## src/rtl/snake_pkg.sv

```systemverilog
// Shared types and helpers for the snake body engine: direction encodings,
// FSM state type and default coordinate widths.
package snake_pkg;

    localparam int H_W_DEF = 5;
    localparam int V_W_DEF = 5;

    localparam logic [3:0] DIR_R = 4'b1000;
    localparam logic [3:0] DIR_L = 4'b0100;
    localparam logic [3:0] DIR_U = 4'b0010;
    localparam logic [3:0] DIR_D = 4'b0001;

    // state     | meaning
    // ST_INIT   | writing the initial body, one entry per cycle
    // ST_IDLE   | waiting for step / out_req (or a pending one)
    // ST_MOVE   | new head written, head pointer moved, length updated
    // ST_CHECK  | scanning body 1..length-1 against the new head
    // ST_STREAM | emitting segments head first over valid/ready
    // ST_DEAD   | collided; only streaming and reset are honoured
    typedef enum logic [2:0] {
        ST_INIT,
        ST_IDLE,
        ST_MOVE,
        ST_CHECK,
        ST_STREAM,
        ST_DEAD
    } state_e;

    function automatic logic [3:0] dir_opposite(input logic [3:0] d);
        logic [3:0] o;
        case (d)
            DIR_R:   o = DIR_L;
            DIR_L:   o = DIR_R;
            DIR_U:   o = DIR_D;
            DIR_D:   o = DIR_U;
            default: o = 4'b0000;
        endcase
        return o;
    endfunction

    function automatic logic is_onehot4(input logic [3:0] d);
        return (d != 4'b0000) && ((d & (d - 4'd1)) == 4'b0000);
    endfunction

endpackage

```

## src/rtl/snake_ring_buf.sv

```systemverilog
// Ring storage for the snake body; entry hp is the head, reads are relative
// to hp with an explicit modulo so MAX_LEN need not be a power of two.
module snake_ring_buf #(
    parameter int MAX_LEN = 64,
    parameter int IDX_W   = 6,
    parameter int D_W     = 10
) (
    input  logic             clk,
    input  logic             we_i,
    input  logic [IDX_W-1:0] waddr_i,
    input  logic [D_W-1:0]   wdata_i,
    input  logic [IDX_W-1:0] hp_i,
    input  logic [IDX_W-1:0] idx_i,
    output logic [D_W-1:0]   rdata_o
);

    logic [D_W-1:0] mem_q [MAX_LEN];
    logic [IDX_W:0]   sum;
    logic [IDX_W-1:0] raddr;

    always_comb begin
        sum = {1'b0, hp_i} + {1'b0, idx_i};
        if (sum >= (IDX_W+1)'(MAX_LEN)) begin
            sum = sum - (IDX_W+1)'(MAX_LEN);
        end
        raddr = sum[IDX_W-1:0];
    end

    always_ff @(posedge clk) begin
        if (we_i) begin
            mem_q[waddr_i] <= wdata_i;
        end
    end

    assign rdata_o = mem_q[raddr];

endmodule

```

## src/rtl/snake_body_engine.sv

```systemverilog
// Snake body store and mover: ring-buffer body, direction filtering, growth,
// wrap/wall handling, serial self-collision scan and valid/ready segment stream.
module snake_body_engine
    import snake_pkg::*;
#(
    parameter int H_MAX    = 31,
    parameter int V_MAX    = 23,
    parameter int H_W      = H_W_DEF,
    parameter int V_W      = V_W_DEF,
    parameter int MAX_LEN  = 64,
    parameter int LEN_W    = 7,
    parameter int INIT_LEN = 3,
    parameter int WRAP_EN  = 1
) (
    input  logic             clk,
    input  logic             DLY_RST,
    input  logic             step,
    input  logic [3:0]       way,
    input  logic             grow,
    input  logic             out_req,
    input  logic             seg_rdy,
    output logic             seg_vld,
    output logic [H_W-1:0]   seg_x,
    output logic [V_W-1:0]   seg_y,
    output logic             seg_last,
    output logic [LEN_W-1:0] length,
    output logic             collide,
    output logic             busy
);

    localparam int IDX_W = (MAX_LEN > 1) ? $clog2(MAX_LEN) : 1;
    localparam int D_W   = H_W + V_W;
    localparam logic [H_W-1:0] X0 = H_W'((H_MAX + 1) / 2);
    localparam logic [V_W-1:0] Y0 = V_W'((V_MAX + 1) / 2);
    localparam logic [H_W-1:0] XM = H_W'(H_MAX);
    localparam logic [V_W-1:0] YM = V_W'(V_MAX);

    state_e           state_q, state_d;
    logic [3:0]       dir_q;
    logic [IDX_W-1:0] hp_q;
    logic [LEN_W-1:0] len_q;
    logic [IDX_W-1:0] idx_q;
    logic [H_W-1:0]   hx_q;
    logic [V_W-1:0]   hy_q;
    logic             grow_q;
    logic             collide_q;
    logic             step_pend_q, out_pend_q;
    logic [3:0]       way_pend_q;
    logic             grow_pend_q;

    logic             eff_step, eff_out, eff_grow;
    logic [3:0]       eff_way, dir_nx;
    logic [H_W-1:0]   nx;
    logic [V_W-1:0]   ny;
    logic             off_grid, wall_hit;
    logic [IDX_W-1:0] hp_dec;
    logic             idx_last, init_last, hit;
    logic             busy_int;
    logic             we;
    logic [IDX_W-1:0] waddr;
    logic [D_W-1:0]   wdata, rdata;

    // A step arriving in IDLE wins over a latched one and brings its own way/grow.
    assign eff_step = step | step_pend_q;
    assign eff_out  = out_req | out_pend_q;
    assign eff_way  = step ? way  : way_pend_q;
    assign eff_grow = step ? grow : grow_pend_q;
    assign dir_nx   = (is_onehot4(eff_way) && (eff_way != dir_opposite(dir_q))) ? eff_way : dir_q;

    // U decreases y, D increases y (row 0 is the top of the grid).
    always_comb begin
        nx       = hx_q;
        ny       = hy_q;
        off_grid = 1'b0;
        case (dir_nx)
            DIR_R: if (hx_q == XM) begin nx = '0; off_grid = 1'b1; end else nx = hx_q + 1'b1;
            DIR_L: if (hx_q == '0) begin nx = XM; off_grid = 1'b1; end else nx = hx_q - 1'b1;
            DIR_U: if (hy_q == '0) begin ny = YM; off_grid = 1'b1; end else ny = hy_q - 1'b1;
            DIR_D: if (hy_q == YM) begin ny = '0; off_grid = 1'b1; end else ny = hy_q + 1'b1;
            default: ;
        endcase
        wall_hit = off_grid && (WRAP_EN == 0);
    end

    assign hp_dec    = (hp_q == '0) ? IDX_W'(MAX_LEN - 1) : hp_q - 1'b1;
    assign idx_last  = (LEN_W'(idx_q) == len_q - LEN_W'(1));
    assign init_last = (idx_q == IDX_W'(INIT_LEN - 1));
    assign hit       = (state_q == ST_CHECK) && (rdata == {hx_q, hy_q});

    assign we    = (state_q == ST_INIT) || (state_q == ST_MOVE);
    assign waddr = (state_q == ST_INIT) ? idx_q : hp_dec;
    assign wdata = (state_q == ST_INIT) ? {X0 - H_W'(idx_q), Y0} : {hx_q, hy_q};

    snake_ring_buf #(
        .MAX_LEN (MAX_LEN),
        .IDX_W   (IDX_W),
        .D_W     (D_W)
    ) u_ring (
        .clk     (clk),
        .we_i    (we),
        .waddr_i (waddr),
        .wdata_i (wdata),
        .hp_i    (hp_q),
        .idx_i   (idx_q),
        .rdata_o (rdata)
    );

    always_ff @(posedge clk or negedge DLY_RST) begin
        if (!DLY_RST) begin
            state_q <= ST_INIT;
        end else begin
            state_q <= state_d;
        end
    end

    always_comb begin
        state_d = state_q;
        case (state_q)
            ST_INIT:   if (init_last) state_d = ST_IDLE;
            ST_IDLE: begin
                if (eff_step)     state_d = wall_hit ? ST_DEAD : ST_MOVE;
                else if (eff_out) state_d = ST_STREAM;
            end
            ST_MOVE:   state_d = ST_CHECK;
            ST_CHECK: begin
                if (hit)           state_d = ST_DEAD;
                else if (idx_last) state_d = ST_IDLE;
            end
            ST_STREAM: if (seg_rdy && idx_last) state_d = collide_q ? ST_DEAD : ST_IDLE;
            ST_DEAD:   if (eff_out) state_d = ST_STREAM;
            default:   state_d = ST_INIT;
        endcase
    end

    always_comb begin
        busy_int = (state_q != ST_IDLE) && (state_q != ST_DEAD);
        seg_vld  = (state_q == ST_STREAM);
        seg_last = seg_vld && idx_last;
        seg_x    = seg_vld ? rdata[D_W-1:V_W] : '0;
        seg_y    = seg_vld ? rdata[V_W-1:0]   : '0;
        busy     = busy_int;
        length   = len_q;
        collide  = collide_q;
    end

    always_ff @(posedge clk or negedge DLY_RST) begin
        if (!DLY_RST) begin
            dir_q       <= DIR_R;
            hp_q        <= '0;
            len_q       <= '0;
            idx_q       <= '0;
            hx_q        <= X0;
            hy_q        <= Y0;
            grow_q      <= 1'b0;
            collide_q   <= 1'b0;
            step_pend_q <= 1'b0;
            out_pend_q  <= 1'b0;
            way_pend_q  <= 4'b0000;
            grow_pend_q <= 1'b0;
        end else begin
            if (busy_int && step) begin
                step_pend_q <= 1'b1;
                way_pend_q  <= way;
                grow_pend_q <= grow;
            end
            if (busy_int && out_req) begin
                out_pend_q <= 1'b1;
            end
            case (state_q)
                ST_INIT: begin
                    idx_q <= init_last ? '0 : idx_q + 1'b1;
                    if (init_last) len_q <= LEN_W'(INIT_LEN);
                end
                ST_IDLE: begin
                    if (eff_step) begin
                        dir_q       <= dir_nx;
                        step_pend_q <= 1'b0;
                        out_pend_q  <= eff_out;
                        if (wall_hit) begin
                            collide_q <= 1'b1;
                        end else begin
                            hx_q   <= nx;
                            hy_q   <= ny;
                            grow_q <= eff_grow;
                        end
                    end else if (eff_out) begin
                        out_pend_q <= 1'b0;
                        idx_q      <= '0;
                    end
                end
                ST_MOVE: begin
                    hp_q  <= hp_dec;
                    idx_q <= IDX_W'(1);
                    if (grow_q && (len_q < LEN_W'(MAX_LEN))) len_q <= len_q + 1'b1;
                end
                ST_CHECK: begin
                    idx_q <= idx_q + 1'b1;
                    if (hit) collide_q <= 1'b1;
                end
                ST_STREAM: begin
                    if (seg_rdy) idx_q <= idx_q + 1'b1;
                end
                ST_DEAD: begin
                    step_pend_q <= 1'b0;
                    if (eff_out) begin
                        out_pend_q <= 1'b0;
                        idx_q      <= '0;
                    end
                end
                default: ;
            endcase
        end
    end

endmodule

```

## config.mk

```make
export PLATFORM = sky130hd
export DESIGN_NAME = snake_body_engine
export DESIGN_NICKNAME = d
export VERILOG_FILES = /design/src/rtl/snake_pkg.sv /design/src/rtl/snake_ring_buf.sv /design/src/rtl/snake_body_engine.sv
export SDC_FILE = /design/constraint.sdc
export NUM_CORES = 1
export LEC_CHECK = 0
export ABC_AREA = 1
export CAP_MARGIN = 10
export CORE_UTILIZATION = 40
export DETAILED_ROUTE_END_ITERATION = 10
export SLEW_MARGIN = 20
export SYNTH_ARGS = -nofsm -noshare
export SYNTH_HDL_FRONTEND = slang
export SYNTH_SLANG_ARGS = --single-unit
```

## constraint.sdc

```tcl
create_clock -name clk -period 12.76 [get_ports clk]
set_input_delay 1.914 -clock clk [delete_from_list [all_inputs] [get_ports clk]]
set_output_delay 1.914 -clock clk [all_outputs]
set_load 0.1 [all_outputs]
```

* Yosys cells after proc, flatten, opt, wreduce, memory -nomap -nowiden
Memories as Yosys holds them, arrays and structs flattened.
Cells that the tools add are included.
** Operators by class
- Muxes and demuxes :: 41
- Multipliers :: 0
- Reductions and logical operators :: 27
- Bitwise gates (word level) :: 3
- Divide/modulo/power cells :: 0
- Magnitude comparators :: 2
- $add $sub $neg :: 12
- Equal/unequal tests :: 27
- Shifts and indexed selects :: 0
** Operator list (count)
- $mux W6 :: 7
- $pmux W6 S6 :: 1
- $mux W5 :: 6
- $mux W3 :: 7
- $pmux W5 S2 :: 2
- $pmux W3 S6 :: 1
- $pmux W4 S4 :: 1
- $reduce_and A3 Y1 :: 5
- $mux W7 :: 2
- $pmux W7 S2 :: 1
- $sub A6 B1 Y6 const B :: 2
- $add A5 B1 Y5 const B :: 2
- $eq A10 B10 Y1 :: 1
- $eq A5 B5 Y1 const B :: 2
- $logic_not A5 Y1 :: 2
- $mux W10 :: 1
- $sub A5 B1 Y5 const B :: 2
- $logic_and A1 B1 Y1 :: 9
- $eq A4 B1 Y1 const B :: 2
- $eq A4 B2 Y1 const B :: 2
- $eq A4 B3 Y1 const B :: 2
- $eq A4 B4 Y1 const B :: 2
- $mux W1 :: 8
- $mux W4 :: 2
- other kinds (29) :: 40
** Storage, ports and cells
- Bits in registers :: 45
- Memories :: 1
- Memory bits (read-only) :: 0
- Output and inout port bits :: 21
- Bits in writable memories :: 640
- Bits of input ports :: 10
- Bits in latches :: 0
** Memories
- u_ring.mem_q :: depth 64, bits a word 10, rd ports 1, clocked after memory_dff 0, wr ports 1, line snake_ring_buf.sv:17 : logic [D_W-1:0] mem_q [MAX_LEN];

* Depth between registers and ports, before layout
Gate-level depths: netlist (run 1).
- Word-level depth :: 10
- Mapped depth :: 23
- Gate-level depth less buffers :: 22

* Modules after synthesis
Synthesis (run 1) repeated with hierarchy kept, for this count alone.
** Second synthesis, totals
- Cell total of the unflattened synthesis :: 3123
- Area, all modules :: 30882.1 sq um
** Modules (own cells, without submodules)
- snake_ring_buf :: area each 27201.1 sq um, cells each 2568, instances 1, seq. area each 19218.4 sq um
- snake_body_engine :: area each 3681.0 sq um, cells each 555, instances 1, seq. area each 1131.1 sq um

* Worst setup path after synthesis (run 1)
Ideal clock, no wire load.
- Path kind :: register to output
- Start :: register state_q[1]
- End :: output seg_x[0]
- Path buffers :: 1
- Arrival time :: 3.995 ns
- Path slack :: 6.851 ns
- Stages on the path, launching flop included :: 6
- Data required time :: 10.846 ns
- Cells stage by stage :: dfrtp_1 > or2_2 > nor2_1 > inv_1 > clkbuf_1 > a21oi_1
** On the way
- Longest elaborated chain between the ends :: 2
** Ends and longest elaborated chain
- from (decl) :: line snake_body_engine.sv:38 : state_e state_q, state_d;
- from (signal assigned) :: line snake_body_engine.sv:112 : state_q <= state_d;
- $eq A3 B3 Y1 :: line snake_body_engine.sv:137 : seg_vld = (state_q == ST_STREAM);
- net seg_vld :: line snake_body_engine.sv:22 : output logic seg_vld,
- $mux W5 :: line snake_body_engine.sv:139 : seg_x = seg_vld ? rdata[D_W-1:V_W] : '0;
- to (decl) :: line snake_body_engine.sv:23 : output logic [H_W-1:0] seg_x,
The timed path passes the listed nets, and every way through them passes these cells.

* Worst setup path in the final report (run 1)
- Start :: register idx_q[0]
- End :: output seg_y[0]
** On the way
- Longest elaborated chain between the ends :: 5
- Elaborated cells between the ends (all ways) :: 6
- Classes of those cells :: add/sub: 2; order compare: 1; mux: 2; memory: 1
** Ends and longest elaborated chain
- from (decl) :: line snake_body_engine.sv:42 : logic [IDX_W-1:0] idx_q;
- from (signal assigned) :: line snake_body_engine.sv:171 : idx_q <= init_last ? '0 : idx_q + 1'b1;
- from (signal assigned) :: line snake_body_engine.sv:197 : idx_q <= idx_q + 1'b1;
- from (signal assigned) :: line snake_body_engine.sv:201 : if (seg_rdy) idx_q <= idx_q + 1'b1;
- $add A6 B6 Y7 (*) :: line snake_ring_buf.sv:22 : sum = {1'b0, hp_i} + {1'b0, idx_i};
- $sub A6 B1 Y6 or $ge A7 B7 Y1 (tied branches) :: line snake_ring_buf.sv:24, snake_ring_buf.sv:23
- $mux W6 (*) :: line snake_ring_buf.sv:23 : if (sum >= (IDX_W+1)'(MAX_LEN)) begin
- $mem_v2 Z64 W10 (*)
- $mux W5 (*) :: line snake_body_engine.sv:140 : seg_y = seg_vld ? rdata[V_W-1:0] : '0;
- to (decl) :: line snake_body_engine.sv:24 : output logic [V_W-1:0] seg_y,
Every way passes the cells marked *; elsewhere a longest branch is shown, timed or not.

==> impl_metrics.csv, run 1 <==
group,metric,value,unit
drt,wl_per_cell,20.75,um
drt,first_iter_violations,2123,
sta,slew_headroom,24.27,%
grt,grt_pass1_vias,19560,
sta,period_share,64.06,%
layout,nets,2850,
setup_path,crit_path_start_kind,"flop",
setup_path,cp_cell_sequence,"ha_4, buf_4, buf_4, nor2_1, nor2_1, o21ai_0, nand3_1, nand3_1, nand3_1, nand3_1, a21oi_1, clkdlybuf4s50_1",
layout,synthToLayoutAreaGrowth,11.74,%
setup_path,crit_type,"flop to output port",
synth,synth_seq_area_share,68.19,%
sta,setup_viol,0,
grt,grt_pass1_wl,120.7,mm
synth,synth_fp_nets,2855,
sta,max_freq,122.3,MHz
clock_tree,cts.sinks,685,
die,core_area,0.07333,mm2
clock_tree,cts_buffers,74,
setup_path,worstSetupEndpointType,"output port",
sta,hold_viol_final,0,
die,floorplan.io_pins,31,
synth,synth_area_leader_cell,"edfxtp_1",
drt,avgViaCountPerCell,5.342,
sta,finalClockSkew,0.02984,ns
placement,hpwlAfterDp,46.59,mm
synth,synth_ff_type,"edfxtp_1",
sta,finalWorstPathRequiredPeriod,8.174,ns
drt,finalWirelength,79.69,mm
clock_tree,ctsResizeCount,0,
layout,layout_common_cells,"837 x nand2_1, 640 x edfxtp_1, 484 x nand3_1",
setup_path,required,10.85,ns
synth,synth.avg_cell_area,10.56,um2
flow_run,max-cap-violations,0,
sta,tns,0,ns
setup_path,critPathMostFrequentCell,"nand3_1",
layout,final_common_cell,"nand2_1",
synth,synthArstFlopShare,6.569,%
clock_tree,cts_root_buffer,"clkbuf_16",
synth,synth_seq_cells,685,
setup_path,crit_slowest_cell,"clkdlybuf4s50_1",
synth,syn-cell-area,0.02984,mm2
die,start_util,40.69,%
synth,synth_top_cell_area_share,64.40,%
synth,synth_edf_count,640,
hold_path,hp-class,"flop to flop",
placement,io_buffers,30,
grt,track_usage,21.18,%
clock_tree,cts_hold_buf,0,
grt,antenna_found_initial,1,
layout,drive_gt1_share,7.393,%
grt,grt_max_degree,120,
drt,drc_errors,0,
clock_tree,clk_pin_slew,0.06,ns
sta,final_max_slew_viol_count,0,
synth,synth_cell_type_count,42,
setup_path,slowest_delay,1.22,ns
clock_tree,clock_latency,0.62,ns
layout,antenna_cells,0,
die,die_w,275.1,um
setup_path,cp_top_family,"buffers and inverters",
die,fp.dieArea,0.07570,mm2
sta,worst_pin_slew,1.132,ns
clock_tree,max-clock-path-buffers,3,
drt,first_pass_iters,5,
clock_tree,post_cts.repair.setup_buffers,0,
setup_path,cp.arrival,6.26,ns
synth,netlist_instances,2827,
setup_path,cp_num_buf_inv,3,
grt,grt_overflow,0,
synth,ys.warnings.count,0,
clock_tree,htree_levels,3,
die,rows,99,
placement,place.gp.congestion,0.9447,
die,die_height,275.1,um
drt,vias,20520,
drt,ant_nets,0,
run_status,status,"finished, final reports clean",
sta,rsz0062_at_grt,"no",
setup_path,cp_max_fo,75,
synth,yosys-top-cells-area,"edfxtp_1 64%, nand2_1 11%, nand3_1 8.1%",
clock_tree,cts_tree,"built",
layout,n_fill_cell,6711,
metrics by stage:
| step | cells | worst slack (ns) | utilization, % | hold slack [ns] | cell area [um2] |
|---|---|---|---|---|---|
| global route | 3840 | 4.321 | 45.47 | 0.5213 | 33340 |
| floorplan | 2827 | 6.851 | - | 0.4478 | 29840 |
| detailed placement | 3705 | 5.245 | 42.29 | 0.4755 | 31010 |
| finish | 3840 | 4.586 | 45.47 | 0.4816 | 33340 |
| global placement | 3704 | 5.295 | 42.27 | 0.4661 | 31000 |
| CTS | 3840 | 4.561 | 45.45 | 0.4891 | 33330 |
cells by family (layout without fill, tap and decap cells):
| kind of cell | after synthesis | after routing | synth area share, % |
|---|---|---|---|
| AOI/OAI and AO/OA | 151 | 151 | 2.696 |
| xor gates and xnor gates | 25 | 25 | 0.7590 |
| adders and majority gates | 18 | 18 | 0.7799 |
| buffers and inverters | 269 | 323 | 3.836 |
| DFF | 685 | 685 | 68.19 |
| and+or+nand+nor | 1679 | 1679 | 23.74 |
area by class of cell:
class / instances / area, um2 / area share (%)
flip-flops and latches: 685 / 20350 / 61.03
multi-input cells: 1873 / 8478 / 25.43
clock buffers: 96 / 1977 / 5.929
well taps: 959 / 1200 / 3.598
inverters: 131 / 501.7 / 1.505
repair buffers: 57 / 500.5 / 1.501
clock inverters: 39 / 337.8 / 1.013
worst paths after layout:
kind	startpoint	slack, ns	end	cells after the start
setup / recovery	idx_q[0]	4.59	seg_y[0]	12
hold / removal	way_pend_q[2]	0.48	way_pend_q[2]	2
setup reg to reg	idx_q[1]	7.51	state_q[1]	18
hold reg to reg	way_pend_q[2]	0.48	way_pend_q[2]	2
max in group asynchronous	DLY_RST	11.02	hp_q[5]	1
min in group asynchronous	DLY_RST	1.32	way_pend_q[1]	1
synthesized netlist by cell type, types with 2 or more instances:
cell	n
dfrtp_1	41
o21ai_0	89
a31oi_1	3
dfstp_2	4
nand3_1	484
buf_2	90
ha_1	17
nor3b_1	2
nand4_1	4
nor2_1	295
nor2_2	5
clkinv_1	2
nand2_1	839
inv_2	9
inv_1	120
a21oi_1	32
o21ai_2	4
buf_4	4
nor3_1	11
nand2_2	8
o21ai_1	8
clkbuf_1	35
o22ai_1	6
xnor2_1	9
buf_1	8
or2_2	24
edfxtp_1	640
o211ai_1	6
xor2_1	15
worst min-delay path, cell delays in order, from the launching register on:
cell	delay [ns]
dfrtp_1	0.34
nand2_1	0.05
o21ai_0	0.06
flip-flops by register name, summed over array words and instances, names as in the netlist:
name / flops
out_pend_q: 1
grow_q: 1
collide: 1
u_ring.mem_q: 640
dir_q: 4
hx_q: 5
way_pend_q: 4
step_pend_q: 1
state_q: 3
hy_q: 5
hp_q: 6
idx_q: 6
grow_pend_q: 1
length: 7
per-layer routing:
layer / vias up / wire (um) / GRT usage [%]
met5: - / 0 / 0
met4: 0 / 2069 / 6.761
met3: 124 / 5902 / 3.474
met2: 785 / 36210 / 32.67
met1: 9961 / 35520 / 30.50
li1: 9645 / - / -
Power of run 1 is not shown: default switching activity piles up to over one toggle a cycle in this logic, so the estimate is an artifact.
==> inputs of run 2 (changes only) <==
Clock period 12.76 ns to 8.6 ns, I/O delays scaled along.
==> run 2 against run 1 <==
  * Design area grew 0.12%
  * Non-clock buffer count shrank 1
  * Count of clock-buffer cells in the layout shrank 5
  * Highest routed layer is now met5
==> impl_metrics.csv, run 2 (synthesis results as in run 1) <==
group,metric,value,unit
drt,ant_nets,0,
grt,grt_pass1_vias,19800,
clock_tree,post_cts.repair.setup_buffers,0,
sta,final_max_slew_viol_count,0,
grt,grt_busiest_layer,"met2",
setup_path,crit_path_start_kind,"flop",
grt,grt_max_degree,186,
setup_path,cp_cell_sequence,"ha_4, inv_1, fa_4, inv_4, buf_4, nand3_1, nand2_1, nand2_1, nand2_1, nand2_1, nand3_1, nand3_1, a21oi_1, clkdlybuf4s50_1",
grt,antenna_found_initial,1,
drt,drc_errors,0,
clock_tree,cts_hold_buf,0,
clock_tree,clock_latency,0.62,ns
setup_path,worstSetupEndpointType,"output port",
clock_tree,ctsResizeCount,0,
die,die_height,275.1,um
clock_tree,max-clock-path-buffers,3,
setup_path,required,7.31,ns
run_status,status,"finished, final reports clean",
placement,post-place-ws,2.183,ns
layout,top_register,"u_ring.mem_q",
setup_path,crit_type,"flop to output port",
sta,slew_headroom,21.59,%
layout,layout_common_cells,"837 x nand2_1, 640 x edfxtp_1, 484 x nand3_1",
placement,place.gp.congestion,0.9535,
sta,finalWorstPathRequiredPeriod,7.116,ns
flow_run,max-cap-violations,0,
die,die_w,275.1,um
layout,final_common_cell,"nand2_1",
die,start_util,40.69,%
setup_path,crit_slowest_cell,"clkdlybuf4s50_1",
clock_tree,cts_tree,"built",
hold_path,hp-start,"collide",
setup_path,cp_max_fo,69,
sta,worst_pin_slew,1.172,ns
layout,nets,2849,
drt,vias,20790,
layout,largest_reg_flops,640,
die,core_area,0.07333,mm2
setup_path,cp_num_buf_inv,4,
setup_path,critPathLaunch,"idx_q[0]",
layout,drive_gt1_share,7.128,%
grt,grtUsageMet1,30.77,%
drt,wl_per_cell,21.86,um
sta,finalClockSkew,0.01981,ns
grt,met3_usage,4.993,%
die,rows,99,
hold_path,hp-class,"flop to flop",
clock_tree,cts.sinks,685,
grt,grt_overflow,0,
drt,first_pass_iters,6,
setup_path,cp.arrival,5.83,ns
sta,setup_ws,1.484,ns
sta,hold_viol_final,0,
clock_tree,cts_buffers,74,
sta,max_freq,140.5,MHz
grt,grt_pass1_wl,125.6,mm
layout,synthToLayoutAreaGrowth,11.87,%
sta,rsz0062_at_grt,"no",
drt,avgViaCountPerCell,5.420,
setup_path,cp_top_family,"buffers and inverters",
clock_tree,clk_pin_slew,0.06,ns
drt,finalWirelength,83.83,mm
sta,setup_viol,0,
placement,hpwlAfterDp,50.31,mm
die,floorplan.io_pins,31,
setup_path,reg2reg_slack,3.70,ns
setup_path,critPathMostFrequentCell,"nand2_1",
setup_path,slowest_delay,1.23,ns
layout,n_fill_cell,6745,
placement,io_buffers,30,
grt,grt_use_met2,34.40,%
sta,holdWs,0.4878,ns
drt,first_iter_violations,2466,
grt,track_usage,22.33,%
clock_tree,htree_levels,3,
sta,tns,0,ns
layout,antenna_cells,0,
setup_path,r2r-start,"state_q[0]",
clock_tree,cts_root_buffer,"clkbuf_16",
die,fp.dieArea,0.07570,mm2
sta,period_share,82.75,%
==> run 2: cell count changes in the layout (fill, tap and decap cells not counted), moves of 3 or more <==
cell	change
buf_12	+4
buf_4	-6
clkbuf_1	-4
clkinv_1	+4
clkinv_2	-5
clkinv_8	-3
clkinvlp_4	+3
nor2_1	+3
nor2_2	-3
==> run 2: final cells by class <==
type | instances | area [um2] | share of cell area (%)
Clock buffer | 91 | 1937 | 5.802
Clock inverter | 40 | 362.8 | 1.087
Inverter | 131 | 501.7 | 1.503
Multi-Input combinational cell | 1873 | 8471 | 25.37
Sequential cell | 685 | 20350 | 60.95
Tap cell | 959 | 1200 | 3.594
Timing Repair Buffer | 56 | 563.0 | 1.687
==> run 2: metrics by stage <==
stage | instance area [um2] | std cells | utilization (%)
2_1_floorplan | 29840 | 2827 | -
3_3_place_gp | 31040 | 3703 | 42.33
3_5_place_dp | 31040 | 3703 | 42.33
4_1_cts | 33340 | 3834 | 45.47
5_1_grt | 33380 | 3835 | 45.53
6_report | 33380 | 3835 | 45.53
==> run 2: path summary, 6_finish.rpt <==
| check | endpoint | depth (start not counted) |
|---|---|---|
| min in group asynchronous | way_pend_q[2] | 1 |
| worst max-delay path | seg_y[1] | 14 |
| max in group asynchronous | hx_q[1] | 1 |
| worst max register to register | u_ring.mem_q[61][2] | 9 |
| worst min register to register | collide | 2 |
| worst min-delay path | collide | 2 |
==> run 2: routing by layer <==
| layer | part of all wire [%] | wire, um |
|---|---|---|
| met3 | 8.0 | 6678 |
| met2 | 45 | 38030 |
| met1 | 43 | 35980 |
| met4 | 3.7 | 3130 |
| met5 | 0.012 | 10 |
==> run 2: worst reg2reg max path: cells and delay by family, from the launching register on <==
| kind | cells | cell delay, ns |
|---|---|---|
| simple gates | 5 | 2.31 |
| buf+inv | 3 | 1.00 |
| compound gates | 1 | 0.78 |
| flops | 1 | 0.43 |
Power of run 2 is left out for the same reason.
